File: src/rtl/pc_seq.sv
// pc_seq: program-counter sequencer. Offers a registered PC to the fetch
// stage, advances by STEP on each accepted PC, and takes absolute or
// PC-relative redirects. A three-state FSM (IDLE/RUN/HALTED) controls
// when the PC is offered.
//
// Handshake: pc_valid/pc_ready follow strict valid/ready rules. A PC is
// consumed on a rising edge where pc_valid and pc_ready are both 1. While
// pc_valid is 1 and pc_ready is 0, pc_out holds until a redirect or a halt
// changes it. pc_valid never depends on pc_ready.
module pc_seq #(
    parameter int unsigned      WIDTH      = 32,
    parameter int unsigned      STEP       = 4,
    parameter logic [WIDTH-1:0] RESET_ADDR = '0
) (
    input  logic             clk,
    input  logic             reset,
    input  logic             halt,
    input  logic             resume,
    input  logic             redir_valid,
    input  logic             redir_rel,
    input  logic [WIDTH-1:0] redir_addr,
    input  logic             pc_ready,
    output logic [WIDTH-1:0] pc_out,
    output logic             pc_valid,
    output logic [WIDTH-1:0] pc_plus,
    output logic             redir_err,
    output logic             wrap,
    output logic [1:0]       state
);

    typedef enum logic [1:0] {
        S_IDLE   = 2'd0,
        S_RUN    = 2'd1,
        S_HALTED = 2'd2
    } state_t;

    // STEP is a power of two, so alignment is a mask test on the low bits.
    localparam logic [WIDTH-1:0] STEP_W     = WIDTH'(STEP);
    localparam logic [WIDTH-1:0] ALIGN_MASK = STEP_W - WIDTH'(1);

    state_t           state_q;
    state_t           state_d;
    logic [WIDTH-1:0] pc_q;
    logic             redir_err_q;
    logic             wrap_q;

    logic [WIDTH:0]   seq_sum;
    logic [WIDTH-1:0] redir_target;
    logic             target_aligned;
    logic             redir_active;
    logic             redir_take;
    logic             redir_bad;
    logic             accept;

    // Sequential sum keeps the carry bit so a wrap past 2^WIDTH-1 is visible.
    assign seq_sum        = {1'b0, pc_q} + {1'b0, STEP_W};
    // Relative redirects use the current PC, not the incremented one.
    assign redir_target   = redir_rel ? (pc_q + redir_addr) : redir_addr;
    assign target_aligned = (redir_target & ALIGN_MASK) == '0;
    // Redirects are ignored entirely while in IDLE.
    assign redir_active   = redir_valid && (state_q != S_IDLE);
    assign redir_take     = redir_active && target_aligned;
    assign redir_bad      = redir_active && !target_aligned;
    assign accept         = pc_valid && pc_ready;

    // State register; reset returns the sequencer to IDLE.
    always_ff @(posedge clk or posedge reset) begin
        if (reset) begin
            state_q <= S_IDLE;
        end else begin
            state_q <= state_d;
        end
    end

    // Next-state logic: halt dominates resume; IDLE lasts exactly one cycle.
    always_comb begin
        state_d = state_q;
        case (state_q)
            S_IDLE:   state_d = S_RUN;
            S_RUN:    if (halt) state_d = S_HALTED;
            S_HALTED: if (resume && !halt) state_d = S_RUN;
            default:  state_d = S_IDLE;
        endcase
    end

    // Output logic: the PC is offered only while running.
    always_comb begin
        pc_valid = 1'b0;
        if (state_q == S_RUN) pc_valid = 1'b1;
    end

    // PC datapath and one-cycle status pulses; redirect beats sequential advance.
    always_ff @(posedge clk or posedge reset) begin
        if (reset) begin
            pc_q        <= RESET_ADDR;
            redir_err_q <= 1'b0;
            wrap_q      <= 1'b0;
        end else begin
            redir_err_q <= redir_bad;
            wrap_q      <= 1'b0;
            if (redir_take) begin
                pc_q <= redir_target;
            end else if (accept) begin
                pc_q   <= seq_sum[WIDTH-1:0];
                wrap_q <= seq_sum[WIDTH];
            end
        end
    end

    assign pc_out    = pc_q;
    assign pc_plus   = seq_sum[WIDTH-1:0];
    assign redir_err = redir_err_q;
    assign wrap      = wrap_q;
    assign state     = state_q;

endmodule

File: config.mk
export PLATFORM = sky130hd
export DESIGN_NAME = pc_seq
export DESIGN_NICKNAME = d
export VERILOG_FILES = /design/src/rtl/pc_seq.sv
export SDC_FILE = /design/constraint.sdc
export NUM_CORES = 1
export LEC_CHECK = 0
export BUFFER_PORTS_ARGS = -buffer_cell sky130_fd_sc_hd__buf_2
export CORE_ASPECT_RATIO = 0.5
export CORE_MARGIN = 5
export CORE_UTILIZATION = 45
export DETAILED_ROUTE_END_ITERATION = 10
export PLACE_DENSITY = 0.72
export SLEW_MARGIN = 20
export SYNTH_ARGS = -nofsm -noshare
export SYNTH_HDL_FRONTEND = slang
export SYNTH_SLANG_ARGS = --single-unit
File: constraint.sdc
create_clock -name clk -period 2.6 [get_ports clk]
set_input_delay 0.13 -clock clk [delete_from_list [all_inputs] [get_ports clk]]
set_output_delay 0.13 -clock clk [all_outputs]
set_load 0.05 [all_outputs]
==> flow_summary.ini <==
[final_layout]
layout_commonest_cell = buf_2
area_growth_pct = 46.6
final_nets = 773
layoutNonFillerInstCount = 819
drive_above_1_share_pct = 42.5
antennaDiodeCount = 0
layout_common_cells = buf_2 (98), buf_4 (85), nand2_1 (62)

[status]
failed_checks = negative setup slack
status = complete, but fails checks

[floorplan]
initial_utilization_pct = 46.7
core-area_sq_um = 8800
chipHeight_um = 77.6
boundaryPins = 108
die_w_um = 145
dieArea_sq_um = 11300
rows = 24

[drt]
via_count = 4557
vias_per_cell = 5.56
postRouteAntennaNets = 0
detail_route.wl_per_cell_um = 16.7
drc = 0
drtIter0Drc = 307
firstDrtPassIters = 4
wl_um = 13700

[clocking]
cts.clk_slew.worst_paths_ns = 0.07
clk_latency_ns = 0.29
cts_made_buffers = 5
cts.sinks = 36
clockRootBuffer = clkbuf_16
cts_tree = built
clockBufferDepth = 2
h-tree-depth = 2

[pwr]
p_leak_uw = 0.00279
total_power_uw = 8720
powerDensity_nw_per_um2 = 1450
vdd_drop_max_v = 0.000832

[yosys]
synthArstFlopShare_pct = 100
yosysWarnings = 0
syn_inst = 524
ys.flop_type = dfrtp_1
syn_area_per_cell_sq_um = 7.85
ys_ff_latch = 36
syn_area_sq_um = 4110
ys_types = 64
syn_nets = 596
synth-edff-count = 0
ys_seq_area_share_pct = 21.9

[timing]
finalCritPeriodShare_pct = 104
max_slew_margin_pct = 62.8
layout_setup_ws_ns = -0.0975
fin_crit_ns = 2.70
clock_skew_ns = 0.00734
setup_viol = 5
rsz0062_at_grt = true
worst_pin_slew_ns = 0.558
drv_slew = 0
hold_violations = 0
setup-tns-final_ns = -0.305
fmax_ghz = 0.371

[global_route]
grt_max_degree = 40
grt_pass1_wl_um = 22200
grt-busiest-layer = met2
gr-total-overflow = 0
grt_use_met2_pct = 36.0
grt_pass1_vias = 4382
grt_util_met1_pct = 34.3
grt_util_met3_pct = 5.47
grtUsageTotal_pct = 23.6
antenna_found_initial = 0

[flow_run]
cap_violations = 0

[placement]
place.gp.congestion = 0.879
port_buffers = 107
placed_cells = 795
dp_hpwl_um = 10200

[critical_path]
critPathMaxFanout = 4
end_kind = flop
worstPathRequired_ns = 2.83
cp-start-kind = flop
path_class = reg2reg
cp.arrival_ns = 2.93

[hold_path]
min_path_type = in2reg
[cell families (layout without fill, tap and decap cells)]
kind of cell / Yosys count / in the layout / synth area share [%]
adders and majority gates: 33 / 33 / 10.2
xor gates and xnor gates: 83 / 83 / 17.7
DFF: 36 / 36 / 21.9
and+or+nand+nor: 192 / 192 / 21.6
AOI/OAI and AO/OA: 129 / 129 / 20.9
muxes: 17 / 17 / 4.14
buffers and inverters: 34 / 212 / 3.62
[metrics by stage]
| stage | instance area, sq um | util (%) | worst slack, ns | hold slack, ns |
|---|---|---|---|---|
| final | 6030 | 68.5 | -0.0975 | 0.0981 |
| after global routing | 6030 | 68.5 | -0.207 | 0.118 |
| after CTS | 5810 | 66.1 | -0.0711 | 0.0979 |
| after detailed placement | 5500 | 62.5 | -0.144 | 0.303 |
| after global placement | 5500 | 62.5 | -0.0352 | 0.285 |
| after floorplan | 4400 | - | -0.124 | 0.284 |
[cell usage after synthesis, types with 2 or more instances]
cell type  instances  share of area, %
ha_1              32               9.7
and2_1             3              0.46
o211ai_1           2              0.36
o221ai_1           2              0.43
nand2_1           63               5.8
o211ai_2           2              0.61
o31ai_1            4              0.73
and3_1             2              0.30
inv_1             13               1.2
nor2b_1            6              0.91
a211oi_1           4              0.73
o21bai_1           3              0.55
nor2_1            57               5.2
nand3_1           23               2.8
nand2b_1           2              0.30
clkbuf_1          14               1.3
o21ai_0           33               4.0
mux2i_1           17               4.1
buf_2              3              0.36
nor3_1            11               1.3
xnor2_1           42               8.9
a211o_1            2              0.43
or3_1              2              0.30
dfrtp_1           36                22
o21ai_2            2              0.43
and4_1             2              0.43
a21o_1             7               1.3
xor2_1            41               8.7
a221oi_1           2              0.43
a31oi_1            4              0.61
a21oi_1           43               5.2
nand4_1            5              0.76
o21a_1             5              0.91
buf_4              2              0.36
nand3b_1           4              0.73
[worst max-delay path, stage by stage (launching register included)]
cell and delay [ns]:
dfrtp_2 0.45, ha_4 0.24, a211oi_4 0.25, o211ai_2 0.16, a311oi_2 0.28, o21a_2 0.19, o311a_4 0.19, o21ai_4 0.08
a211o_1 0.34, a2111oi_4 0.32, nor3_2 0.08, nand2_1 0.06
[flip-flops by register name, indices dropped and copies added (netlist names)]
register / flops
pc_out: 32
state: 2
redir_err: 1
wrap: 1
[per-layer routing]
layer  vias to the layer above  part of all wire [%]  routed length [um]
met4                         0                  0.77                 106
met5                         -                     0                   0
li1                       2196                     -                   -
met1                      2202                    49                6670
met2                       148                    44                5960
met3                        11                   6.9                 940
[area by class of cell]
| cell class | count | area [sq um] |
|---|---|---|
| clock buffers | 8 | 156 |
| fillers | 728 | 2770 |
| inverters | 13 | 48.8 |
| flip-flops and latches | 36 | 923 |
| multi-input cells | 454 | 3530 |
| well taps | 117 | 146 |
| repair buffers | 191 | 1220 |
[power breakdown]
part	switching (uW)	leakage (uW)	internal (uW)
sequential	291	0.000415	827
clock	275	0.0000772	410
combinational	4360	0.00230	2560
[worst paths after layout]
kind | startpoint | end | slack (ns) | cells after the start
worst max-delay path | pc_out[1]$_DFFE_PP0P_ | pc_out[31]$_DFFE_PP0N_ | -0.1 | 11
worst min-delay path | resume | state[0]$_DFFE_PP0P_ | 0.1 | 2
worst max register to register | pc_out[1]$_DFFE_PP0P_ | pc_out[31]$_DFFE_PP0N_ | -0.1 | 11
worst min register to register | pc_out[1]$_DFFE_PP0P_ | pc_out[1]$_DFFE_PP0P_ | 0.58 | 1
max in group asynchronous | reset | pc_out[16]$_DFFE_PP0N_ | 1.67 | 4
min in group asynchronous | reset | pc_out[26]$_DFFE_PP0N_ | 0.52 | 4
[repair_timing]
| item | in CTS | in global routing |
|---|---|---|
| setup endpoints to repair | 27 | 28 |
| endpoints found under the hold margin | 16 | 0 |
| resized for setup | 26 | 40 |
| hold buffers | 1 | 0 |
| buffers inserted | 7 | 8 |
| pin swaps | 14 | 21 |
(Power assumes the default switching activity.)
